**src/rtl/xlink_rx_token_buffer_if.sv**
```systemverilog
// Token-in / pop-out bundle between the XLINK receiver, the token buffer and the data processor.
// Master drives tokens and pop requests; slave is the buffer itself.
interface xlink_rx_token_buffer_if;
    logic [8:0] in_token;
    logic       in_valid;
    logic       rx_buf_en;
    logic [8:0] rx_buf_dout;
    logic       rx_buf_empty;

    modport master (
        output in_token,
        output in_valid,
        output rx_buf_en,
        input  rx_buf_dout,
        input  rx_buf_empty
    );

    modport slave (
        input  in_token,
        input  in_valid,
        input  rx_buf_en,
        output rx_buf_dout,
        output rx_buf_empty
    );
endinterface

```
**src/rtl/xlink_rx_token_buffer.sv**
```systemverilog
// Receive token FIFO: filters control tokens, buffers data tokens, and pops with one-cycle registered output.
// Tracks sticky overflow and a saturating count of dropped control tokens.
module xlink_rx_token_buffer #(
    parameter int DEPTH_LOG2 = 4,
    parameter bit DROP_CTRL  = 1'b1
) (
    input  logic                    clk,
    input  logic                    reset,
    xlink_rx_token_buffer_if.slave  rx,
    output logic [DEPTH_LOG2:0]     level,
    output logic                    overflow,
    input  logic                    ovf_clear,
    output logic [7:0]              ctrl_dropped
);
    localparam int                  DEPTH      = 1 << DEPTH_LOG2;
    localparam logic [DEPTH_LOG2:0] FULL_LEVEL = DEPTH[DEPTH_LOG2:0];
    localparam logic [DEPTH_LOG2:0] LVL_ONE    = 1;
    localparam logic [DEPTH_LOG2-1:0] PTR_ONE  = 1;

    logic [8:0] mem [DEPTH];

    logic [DEPTH_LOG2-1:0] wr_ptr_q, wr_ptr_d;
    logic [DEPTH_LOG2-1:0] rd_ptr_q, rd_ptr_d;
    logic [DEPTH_LOG2:0]   level_q, level_d;
    logic [8:0]            dout_q, dout_d;
    logic                  overflow_q, overflow_d;
    logic [7:0]            ctrl_dropped_q, ctrl_dropped_d;

    logic storable, drop_tok, empty, full, pop, wr;

    always_comb begin
        storable = rx.in_valid && (!rx.in_token[8] || !DROP_CTRL);
        drop_tok = rx.in_valid && rx.in_token[8] && DROP_CTRL;
        empty    = (level_q == '0);
        full     = (level_q == FULL_LEVEL);
        pop      = rx.rx_buf_en && !empty;
        // A pop in the same cycle frees the slot, so a full FIFO can still accept.
        wr       = storable && (!full || pop);

        wr_ptr_d = wr  ? wr_ptr_q + PTR_ONE : wr_ptr_q;
        rd_ptr_d = pop ? rd_ptr_q + PTR_ONE : rd_ptr_q;
        dout_d   = pop ? mem[rd_ptr_q] : dout_q;

        level_d = level_q;
        case ({wr, pop})
            2'b10:   level_d = level_q + LVL_ONE;
            2'b01:   level_d = level_q - LVL_ONE;
            default: level_d = level_q;
        endcase

        // Clear first so a coincident new overflow wins.
        overflow_d = (overflow_q && !ovf_clear) || (storable && full && !pop);

        ctrl_dropped_d = ctrl_dropped_q;
        if (drop_tok && (ctrl_dropped_q != 8'hFF)) begin
            ctrl_dropped_d = ctrl_dropped_q + 8'd1;
        end
    end

    always_ff @(posedge clk or negedge reset) begin
        if (!reset) begin
            wr_ptr_q       <= '0;
            rd_ptr_q       <= '0;
            level_q        <= '0;
            dout_q         <= '0;
            overflow_q     <= 1'b0;
            ctrl_dropped_q <= '0;
        end else begin
            wr_ptr_q       <= wr_ptr_d;
            rd_ptr_q       <= rd_ptr_d;
            level_q        <= level_d;
            dout_q         <= dout_d;
            overflow_q     <= overflow_d;
            ctrl_dropped_q <= ctrl_dropped_d;
        end
    end

    // Storage carries no reset so it maps onto plain RAM.
    always_ff @(posedge clk) begin
        if (wr) begin
            mem[wr_ptr_q] <= rx.in_token;
        end
    end

    assign rx.rx_buf_dout  = dout_q;
    assign rx.rx_buf_empty = (level_q == '0);
    assign level           = level_q;
    assign overflow        = overflow_q;
    assign ctrl_dropped    = ctrl_dropped_q;
endmodule

```
**src/flat_wrapper.sv**
```systemverilog
// flat-port wrapper written by rule: the top's interface ports become plain ports
module xlink_rx_token_buffer_flat 
#(
    parameter int DEPTH_LOG2 = 4,
    parameter bit DROP_CTRL  = 1'b1
)
  (clk, reset, level, overflow, ovf_clear, ctrl_dropped, rx_in_token, rx_in_valid, rx_rx_buf_en, rx_rx_buf_dout, rx_rx_buf_empty);
  xlink_rx_token_buffer_if rx_i ();
  input  logic clk;
  input  logic reset;
  output logic [DEPTH_LOG2:0] level;
  output logic overflow;
  input  logic ovf_clear;
  output logic [7:0] ctrl_dropped;
  input wire logic [$bits(rx_i.in_token)-1:0] rx_in_token;
  input wire logic [$bits(rx_i.in_valid)-1:0] rx_in_valid;
  input wire logic [$bits(rx_i.rx_buf_en)-1:0] rx_rx_buf_en;
  output wire logic [$bits(rx_i.rx_buf_dout)-1:0] rx_rx_buf_dout;
  output wire logic [$bits(rx_i.rx_buf_empty)-1:0] rx_rx_buf_empty;
  assign rx_i.in_token = rx_in_token;
  assign rx_i.in_valid = rx_in_valid;
  assign rx_i.rx_buf_en = rx_rx_buf_en;
  assign rx_rx_buf_dout = rx_i.rx_buf_dout;
  assign rx_rx_buf_empty = rx_i.rx_buf_empty;
  xlink_rx_token_buffer #(.DEPTH_LOG2(DEPTH_LOG2), .DROP_CTRL(DROP_CTRL)) u_core (.clk(clk), .reset(reset), .rx(rx_i), .level(level), .overflow(overflow), .ovf_clear(ovf_clear), .ctrl_dropped(ctrl_dropped));
endmodule
```
**config.mk**
```make
export PLATFORM = sky130hd
export DESIGN_NAME = xlink_rx_token_buffer_flat
export DESIGN_NICKNAME = d
export VERILOG_FILES = /design/src/rtl/xlink_rx_token_buffer_if.sv /design/src/rtl/xlink_rx_token_buffer.sv /design/src/flat_wrapper.sv
export SDC_FILE = /design/constraint.sdc
export NUM_CORES = 1
export LEC_CHECK = 0
export CAP_MARGIN = 25
export CORE_MARGIN = 5
export CORE_UTILIZATION = 30
export DETAILED_ROUTE_END_ITERATION = 8
export PLACE_DENSITY = 0.55
export SYNTH_ARGS = -nofsm -noshare
export SYNTH_HDL_FRONTEND = slang
export SYNTH_SLANG_ARGS = --single-unit
```
**constraint.sdc**
```tcl
create_clock -name clk -period 4.7 [get_ports clk]
set_clock_uncertainty 0.15 [all_clocks]
set_input_delay 0.47 -clock clk [delete_from_list [all_inputs] [get_ports clk]]
set_output_delay 0.47 -clock clk [all_outputs]
set_load 0.005 [all_outputs]
```
==> results of run 1 <==
critical path, stage by stage:
cell and delay, ns:
clkdlybuf4s50_1 0.40, buf_4 0.21, nor2b_1 0.37, o31a_1 0.43
nand3_1 0.25, nor2_1 0.71
how the worst min path moves through the flow:
stage               cells past startpoint                      to  slack, ns
floorplan                               0  u_core.ctrl_dropped[0]       0.02
global placement                        2         u_core.overflow       0.33
detailed placement                      2         u_core.overflow       0.34
CTS                                     2      u_core.wr_ptr_q[2]       0.32
global route                            2         u_core.level[3]       0.35
finish                                  2         u_core.overflow       0.31
stage by stage:
step,power [mW],setup slack [ns],instances,util,hold WS (ns)
after floorplan,2.93,2.17,376,-,0.0244
after global placement,3.42,1.42,717,0.333,0.334
after detailed placement,3.45,1.26,717,0.333,0.339
after CTS,5.00,1.75,749,0.361,0.315
after global routing,5.18,1.54,749,0.361,0.354
final,4.94,1.74,749,0.361,0.311
registers in the layout, indices dropped and copies added (netlist names):
signal / count
u_core.mem: 144
u_core.rx.rx_buf_dout: 9
u_core.ctrl_dropped: 8
u_core.level: 5
u_core.rd_ptr_q: 4
u_core.wr_ptr_q: 4
u_core.overflow: 1
power by group through the flow:
stage | registers, mW | logic [mW] | clock network, mW
floorplan | 2.02 | 0.916 | 0
finish | 2.13 | 1.27 | 1.54
detailed placement | 2.17 | 1.29 | 0
global placement | 2.16 | 1.26 | 0
global route | 2.17 | 1.37 | 1.64
CTS | 2.14 | 1.29 | 1.57
per-layer routing:
| layer | GRT usage | share of wire |
|---|---|---|
| met5 | 0 | 0 |
| met4 | 0.0355 | 0.0066 |
| met3 | 0.0298 | 0.045 |
| met2 | 0.195 | 0.51 |
| met1 | 0.154 | 0.44 |
cells in the final DEF (no fill, tap or decap), drive strengths merged, types with 2 or more instances in the layout:
master,instances
edfxtp,144
clkdlybuf4s50,37
mux4,36
dfrtp,31
clkbuf,21
o22ai,18
and2,12
mux2,12
nand2,11
a21oi,11
xnor2,9
inv,9
nor2,7
ha,7
nand4,6
xor2,6
nand3,5
bufinv,4
buf,4
o21ai,4
and4,4
clkinv,4
nand2b,3
nor2b,2
o31a,2
and3b,2
and3,2
o211ai,2
cell families (layout without fill, tap and decap cells):
logic type,Yosys count,in the layout
buffers and inverters,26,80
muxes,48,48
and+or+nand+nor,61,61
DFF,175,175
AOI/OAI and AO/OA,44,44
xor gates and xnor gates,15,15
adders and majority gates,7,7
final cells by class:
cell class                      instances  area share
Multi-Input combinational cell        175       0.216
Clock inverter                         11      0.0210
Sequential cell                       175       0.607
Tap cell                              319      0.0475
Clock buffer                           21      0.0572
Inverter                                7     0.00313
Timing Repair Buffer                   41      0.0477
==> impl_metrics.json, run 1 <==
{
  "cts_buffers": 17,
  "via_per_inst": 4.78,
  "p_clk_frac": 0.312,
  "synth_nets": 397,
  "hp-class": "in2async",
  "multiInputGateArea_sq_um": 1820,
  "cts.sinks": 175,
  "cts_max_level": 4,
  "antenna_cells": 0,
  "worst-r2r-cell-count": 5,
  "yosysWarnings": 0,
  "rrSetupSlack_ns": 1.94,
  "cap_violations": 0,
  "cts_root_buffer": "clkbuf_16",
  "synth_commonest_cells": "edfxtp_1 (144), mux4_2 (36), dfrtp_1 (31), o22ai_1 (18)",
  "synth_top_family_by_area": "multiplexers",
  "final_nets": 438,
  "clk_latency_ns": 0.42,
  "regArea_sq_um": 5100,
  "syn_area_sq_um": 7040,
  "crit_end": "u_core.mem[13][0]",
  "final_hold_viol_count": 0,
  "dp_hpwl_mm": 9.56,
  "drt_iter0_drc": 268,
  "grt_pass1_wl_mm": 22.9,
  "rsz0062_at_grt": "no",
  "status": "complete, no violations",
  "antenna_found_initial": 0,
  "placed_area_sq_um": 7740,
  "power.leakage_nw": 2.75,
  "drt_first_pass_iters": 4,
  "async_flop_share": 0.177,
  "layout_min_cycle_time_ns": 2.96,
  "post_drt_wl_per_cell_um": 20.1,
  "ant_nets": 0,
  "grt_start_max_net_pins": 38,
  "postLayoutCellArea_sq_um": 8400,
  "powerDensity_nw_per_um2": 589,
  "ctsResizeCount": 0,
  "cp.arrival_ns": 2.86,
  "final-setup-viol-count": 0,
  "fin_setup_tns_ns": 0,
  "io_buffers": 37,
  "fin_crit_sh": 0.630,
  "slew_headroom": 0.398,
  "drive_gt1_frac": 0.216,
  "synth_top_area_share": 0.614,
  "drc": 0,
  "netlist_instances": 376,
  "fp.dieW_um": 163,
  "start_util": 0.303,
  "path_class": "in2reg",
  "crit_path_start_kind": "primary input",
  "end_kind": "flop",
  "cell_internal_pwr_mw": 3.51,
  "grtUsageTotal": 0.118,
  "row_count": 56,
  "irDropWorstVdd_v": 0.000244,
  "pwr-share-comb": 0.257,
  "synth_compound_area_frac": 0.0403,
  "worstPathMaxFanout": 19,
  "synth_most_common_cell": "edfxtp_1",
  "synth-seq-cells": 175,
  "core_area_sq_um": 23300,
  "sw_frac_of_total": 0.289,
  "cts_buffer_depth": 2,
  "r2r-start": "u_core.rd_ptr_q[2]",
  "p_seq_frac": 0.431,
  "required_ns": 4.59,
  "synth.distinct_cells": 44,
  "power_switching_mw": 1.43,
  "ys_seq_area_frac": 0.724,
  "grt_pass1_vias": 3712,
  "clk_pin_slew_ns": 0.06,
  "synth_xor_area_frac": 0.0187,
  "grt_overflow": 0,
  "synth_top_area_cell": "edfxtp_1",
  "yosys-top-cells-area": "edfxtp_1 (61%), mux4_2 (12%), dfrtp_1 (11%), mux2_2 (1.9%), o22ai_1 (1.6%)",
  "area_growth_pct": 19.3,
  "synthMuxAreaShare": 0.134,
  "max_freq_mhz": 338,
  "r2r-end": "u_core.rx.rx_buf_dout[7]",
  "maxSlewViolCount": 0,
  "gp_congestion": 0.770,
  "fillers": 2161,
  "cts_setup_buffers": 0,
  "fp.dieArea_sq_um": 26600,
  "synthAdderAreaFrac": 0.0124,
  "postCtsHoldBufs": 0,
  "pin_count": 38,
  "synth_ff_type": "edfxtp_1",
  "via_count": 3579,
  "synthSimpleGateAreaFrac": 0.0521,
  "die_y_um": 163,
  "finalWirelength_mm": 15.1,
  "worstMarginPinSlew_ns": 0.903,
  "tritoncts": "built",
  "synth_edf_count": 144,
  "avgSynthCellArea_sq_um": 18.7,
  "startpoint": "rx_in_token[8]"
}
Power figures use the tool's default switching activity.
==> run 2, diff against run 1 <==
--- a/config.mk
+++ b/config.mk
@@ -9,7 +9,7 @@
 export CORE_MARGIN = 5
 export CORE_UTILIZATION = 30
 export DETAILED_ROUTE_END_ITERATION = 8
-export PLACE_DENSITY = 0.55
+export PLACE_DENSITY = 0.56
 export SYNTH_ARGS = -nofsm -noshare
 export SYNTH_HDL_FRONTEND = slang
 export SYNTH_SLANG_ARGS = --single-unit
==> constraint.sdc (replaced) <==
create_clock -name clk -period 2.4 [get_ports clk]
set_clock_uncertainty 0.15 [all_clocks]
set_input_delay 0.24 -clock clk [delete_from_list [all_inputs] [get_ports clk]]
set_output_delay 0.24 -clock clk [all_outputs]
set_load 0.005 [all_outputs]
==> impl_metrics.json, run 2 (synthesis results as in run 1) <==
{
  "end_kind": "flop",
  "grtUsageTotal": 0.116,
  "cts_root_buffer": "clkbuf_16",
  "grt_pass1_wl_mm": 22.9,
  "row_count": 56,
  "grt_start_max_net_pins": 39,
  "layout_min_cycle_time_ns": 2.35,
  "power_mw": 9.63,
  "area_growth_pct": 23.4,
  "clk_latency_ns": 0.42,
  "slowest_stage": "or4_4",
  "via_count": 3645,
  "rsz0062_at_grt": "yes",
  "drt_first_pass_iters": 4,
  "irDropWorstVdd_v": 0.000439,
  "most-common-layout-cells": "edfxtp_1 (144), mux4_2 (36), clkdlybuf4s50_1 (36), dfrtp_1 (30), buf_4 (29)",
  "worstMarginPinSlew_ns": 0.623,
  "max_freq_mhz": 426,
  "status": "complete, no violations",
  "slew_headroom": 0.583,
  "power.leakage_nw": 2.90,
  "via_per_inst": 4.67,
  "worstPathMaxFanout": 4,
  "cts_buffer_depth": 2,
  "gp_congestion": 0.797,
  "regMostFlops": "u_core.mem",
  "drive_gt1_frac": 0.279,
  "maxSlewViolCount": 0,
  "fillers": 2175,
  "postCtsHoldBufs": 0,
  "crit_path_start_kind": "flop",
  "antenna_found_initial": 0,
  "final_hold_viol_count": 0,
  "drc": 0,
  "largest_reg_flops": 144,
  "cts.sinks": 175,
  "fp.dieW_um": 163,
  "start_util": 0.303,
  "fin_crit_sh": 0.977,
  "cap_violations": 0,
  "post_drt_wl_per_cell_um": 18.7,
  "dp_cells": 741,
  "core_area_sq_um": 23300,
  "pin_count": 38,
  "ant_nets": 0,
  "max_stage_delay_ns": 0.58,
  "drt_iter0_drc": 328,
  "final_nets": 470,
  "path_cells": "or4_4 > o211ai_1 > o21ai_1 > ha_2 > nor4_4 > nand4_1 > a21oi_1 > a31o_2",
  "worst-r2r-cell-count": 8,
  "path_class": "reg2reg",
  "finalWirelength_mm": 14.6,
  "clk_pin_slew_ns": 0.07,
  "die_y_um": 163,
  "final-setup-viol-count": 0,
  "finalNonFillerCells": 781,
  "fp.dieArea_sq_um": 26600,
  "cp.arrival_ns": 2.56,
  "tritoncts": "built",
  "grt_overflow": 0,
  "cts_max_level": 4,
  "cts_buffers": 17,
  "powerDensity_nw_per_um2": 1110,
  "grt_pass1_vias": 3911,
  "io_buffers": 37,
  "required_ns": 2.62,
  "final_core_util": 0.373,
  "antenna_cells": 0,
  "final_common_cell": "edfxtp_1",
  "dp_hpwl_mm": 9.75,
  "hp-class": "in2async"
}
[run 2: worst max-delay path: cells and delay by family, from the launching register on]
family                   cells  cell delay [ns]
flip-flops                   1             0.38
adder cells (fa/ha/maj)      1             0.21
AO/OA/AOI/OAI                4             0.63
AND/OR/NAND/NOR              3             0.92
[run 2: final timing paths]
check | start | slack [ns] | to
hold reg to reg | u_core.overflow | 0.36 | u_core.overflow
min in group clk | ovf_clear | 0.30 | u_core.overflow
max in group asynchronous | reset | 1.67 | u_core.rd_ptr_q[2]
hold / removal | reset | 0.08 | u_core.overflow
setup reg to reg | u_core.level[2] | 0.05 | u_core.level[4]
setup / recovery | u_core.level[2] | 0.05 | u_core.level[4]
[run 2: cell type report]
class / instances / area [sq um] / share of cell area
flip-flops and latches: 175 / 5100 / 0.587
multi-input cells: 175 / 1850 / 0.213
repair buffers: 73 / 727 / 0.0837
clock buffers: 17 / 425 / 0.0490
well taps: 319 / 399 / 0.0459
clock inverters: 15 / 161 / 0.0186
inverters: 7 / 26.3 / 0.00302
[run 2: metal layers]
| layer | global-route usage | vias up | routed length [um] | part of all wire |
|---|---|---|---|---|
| met5 | 0 | - | 0 | 0 |
| met4 | 0.0343 | 0 | 120 | 0.0082 |
| met3 | 0.0343 | 11 | 977 | 0.067 |
| met2 | 0.189 | 97 | 7230 | 0.49 |
| met1 | 0.150 | 1879 | 6300 | 0.43 |
| li1 | - | 1658 | - | - |
[run 2: power by group]
part           total (mW)  internal [mW]  switching [mW]  leakage [nW]
combinational        2.96           1.57            1.38         0.954
sequential           3.96           3.66           0.298          1.67
clock                2.72           1.55            1.17         0.283
[run 2: timing repair]
action,4_1_cts,5_1_grt
buffers inserted,7,2
pin swaps,2,9
gates resized for setup,1,5
setup endpoints to repair,3,5
[run 2: stage by stage]
stage               TNS (ns)  hold slack (ns)  worst slack (ns)  area (sq um)
floorplan             -0.173           -0.206            -0.111          7050
global placement      -0.546            0.331           -0.0311          8020
detailed placement     -3.13            0.335            -0.111          8020
CTS                        0           0.0826           0.00559          8650
global route         -0.0278            0.114           -0.0251          8690
finish                     0           0.0838            0.0547          8690
==> run 3, diff against run 2 <==
--- a/config.mk
+++ b/config.mk
@@ -9,7 +9,9 @@
 export CORE_MARGIN = 5
 export CORE_UTILIZATION = 30
 export DETAILED_ROUTE_END_ITERATION = 8
+export GPL_ROUTABILITY_DRIVEN = 0
 export PLACE_DENSITY = 0.56
+export SKIP_LAST_GASP = 1
 export SYNTH_ARGS = -nofsm -noshare
 export SYNTH_HDL_FRONTEND = slang
 export SYNTH_SLANG_ARGS = --single-unit
==> impl_metrics.json, run 3 (synthesis results as in run 1) <==
{
  "end_kind": "flop",
  "fin_crit_sh": 0.980,
  "drive_gt1_frac": 0.279,
  "crit_path_start_kind": "flop",
  "grtUsageTotal": 0.116,
  "cp.arrival_ns": 2.57,
  "grt_pass1_wl_mm": 22.9,
  "cts_root_buffer": "clkbuf_16",
  "startpoint": "u_core.level[2]",
  "cts_buffers": 17,
  "layout_min_cycle_time_ns": 2.35,
  "slowest_stage": "or4_4",
  "drt_first_pass_iters": 4,
  "maxSlewViolCount": 0,
  "via_per_inst": 4.66,
  "core_area_sq_um": 23300,
  "cts_max_level": 4,
  "r2r-start": "u_core.level[2]",
  "hold_slack_ns": 0.0867,
  "pin_count": 38,
  "final_hold_viol_count": 0,
  "final_core_util": 0.373,
  "finalWirelength_mm": 14.6,
  "powerDensity_nw_per_um2": 1110,
  "status": "complete, no violations",
  "via_count": 3638,
  "tritoncts": "built",
  "fin_ws_ns": 0.0483,
  "fp.dieW_um": 163,
  "worstMarginPinSlew_ns": 0.624,
  "start_util": 0.303,
  "hp-class": "in2async",
  "dp_cells": 741,
  "postLayoutCellArea_sq_um": 8690,
  "cts_buffer_depth": 2,
  "grt_pass1_vias": 3911,
  "clk_pin_slew_ns": 0.07,
  "power_mw": 9.63,
  "worst_path_dominant_cell_family": "simple AND/OR/NAND/NOR gates",
  "largest_reg_flops": 144,
  "most-common-layout-cells": "edfxtp_1 (144), mux4_2 (36), clkdlybuf4s50_1 (36), dfrtp_1 (30), buf_4 (29)",
  "post_drt_wl_per_cell_um": 18.7,
  "ant_nets": 0,
  "area_growth_pct": 23.4,
  "max_stage_delay_ns": 0.58,
  "row_count": 56,
  "finalNonFillerCells": 781,
  "maxUsedRoutingLayer": "met4",
  "slew_headroom": 0.583,
  "max_freq_mhz": 425,
  "path_buf_inv": 0,
  "final-setup-viol-count": 0,
  "met2_length_mm": 7.27,
  "worstPathMaxFanout": 4,
  "fin_setup_tns_ns": 0,
  "wl_met3_um": 975,
  "required_ns": 2.61,
  "drt_iter0_drc": 297,
  "path_cells": "or4_4 > o211ai_1 > o21ai_1 > ha_2 > nor4_4 > nand4_1 > a21oi_1 > a31o_2",
  "final_nets": 470,
  "placed_area_sq_um": 8020,
  "antenna_found_initial": 0,
  "irDropWorstVdd_v": 0.000439,
  "io_buffers": 37,
  "fp.dieArea_sq_um": 26600,
  "grt_start_max_net_pins": 39,
  "cap_violations": 0,
  "regMostFlops": "u_core.mem",
  "path_class": "reg2reg",
  "power.leakage_nw": 2.90,
  "final_common_cell": "edfxtp_1",
  "dp_hpwl_mm": 9.75,
  "drc": 0,
  "clk_latency_ns": 0.42,
  "cts.sinks": 175,
  "grt_overflow": 0,
  "antenna_cells": 0,
  "place_ws_ns": -0.111,
  "wirelength_met1_mm": 6.31,
  "die_y_um": 163,
  "rsz0062_at_grt": "yes"
}
## run 3: routing by layer
metal	global-route usage	up-vias
met5	0	-
met4	0.0343	0
met3	0.0343	9
met2	0.189	92
met1	0.150	1880
li1	-	1657
## run 3: worst paths after layout
check                                           to  slack (ns)  cells after the start
worst min-delay path               u_core.overflow        0.09                      2
worst max register to register     u_core.level[4]        0.05                      8
max in group asynchronous       u_core.rd_ptr_q[2]        1.66                      2
worst min register to register     u_core.overflow        0.36                      2
min in group clk                   u_core.overflow        0.30                      3
worst max-delay path               u_core.level[4]        0.05                      8
## run 3: worst register-to-register path: cells and delay by family (launching register included)
family	cells	cell delay [ns]
flops	1	0.38
fa+ha+maj	1	0.21
simple gates	3	0.94
compound gates	4	0.62
## run 3: cell type report
type | count | area [sq um]
Multi-Input combinational cell | 175 | 1850
Fill cell | 2175 | 14600
Inverter | 7 | 26.3
Sequential cell | 175 | 5100
Clock buffer | 17 | 425
Tap cell | 319 | 399
Timing Repair Buffer | 73 | 727
Clock inverter | 15 | 161
## run 3: repair_timing
| action | in CTS | in global routing |
|---|---|---|
| hold buffers | 0 | 0 |
| cloned | 0 | 0 |
| pin swaps | 2 | 8 |
| endpoints found under the hold margin | 0 | 0 |
| resized for setup | 1 | 5 |
| setup endpoints to repair | 3 | 5 |
| setup buffers | 7 | 2 |
## run 3: power by group
part / switching [mW] / internal [mW]
registers: 0.297 / 3.66
logic: 1.38 / 1.57
clock network: 1.17 / 1.55
total: 2.85 / 6.78
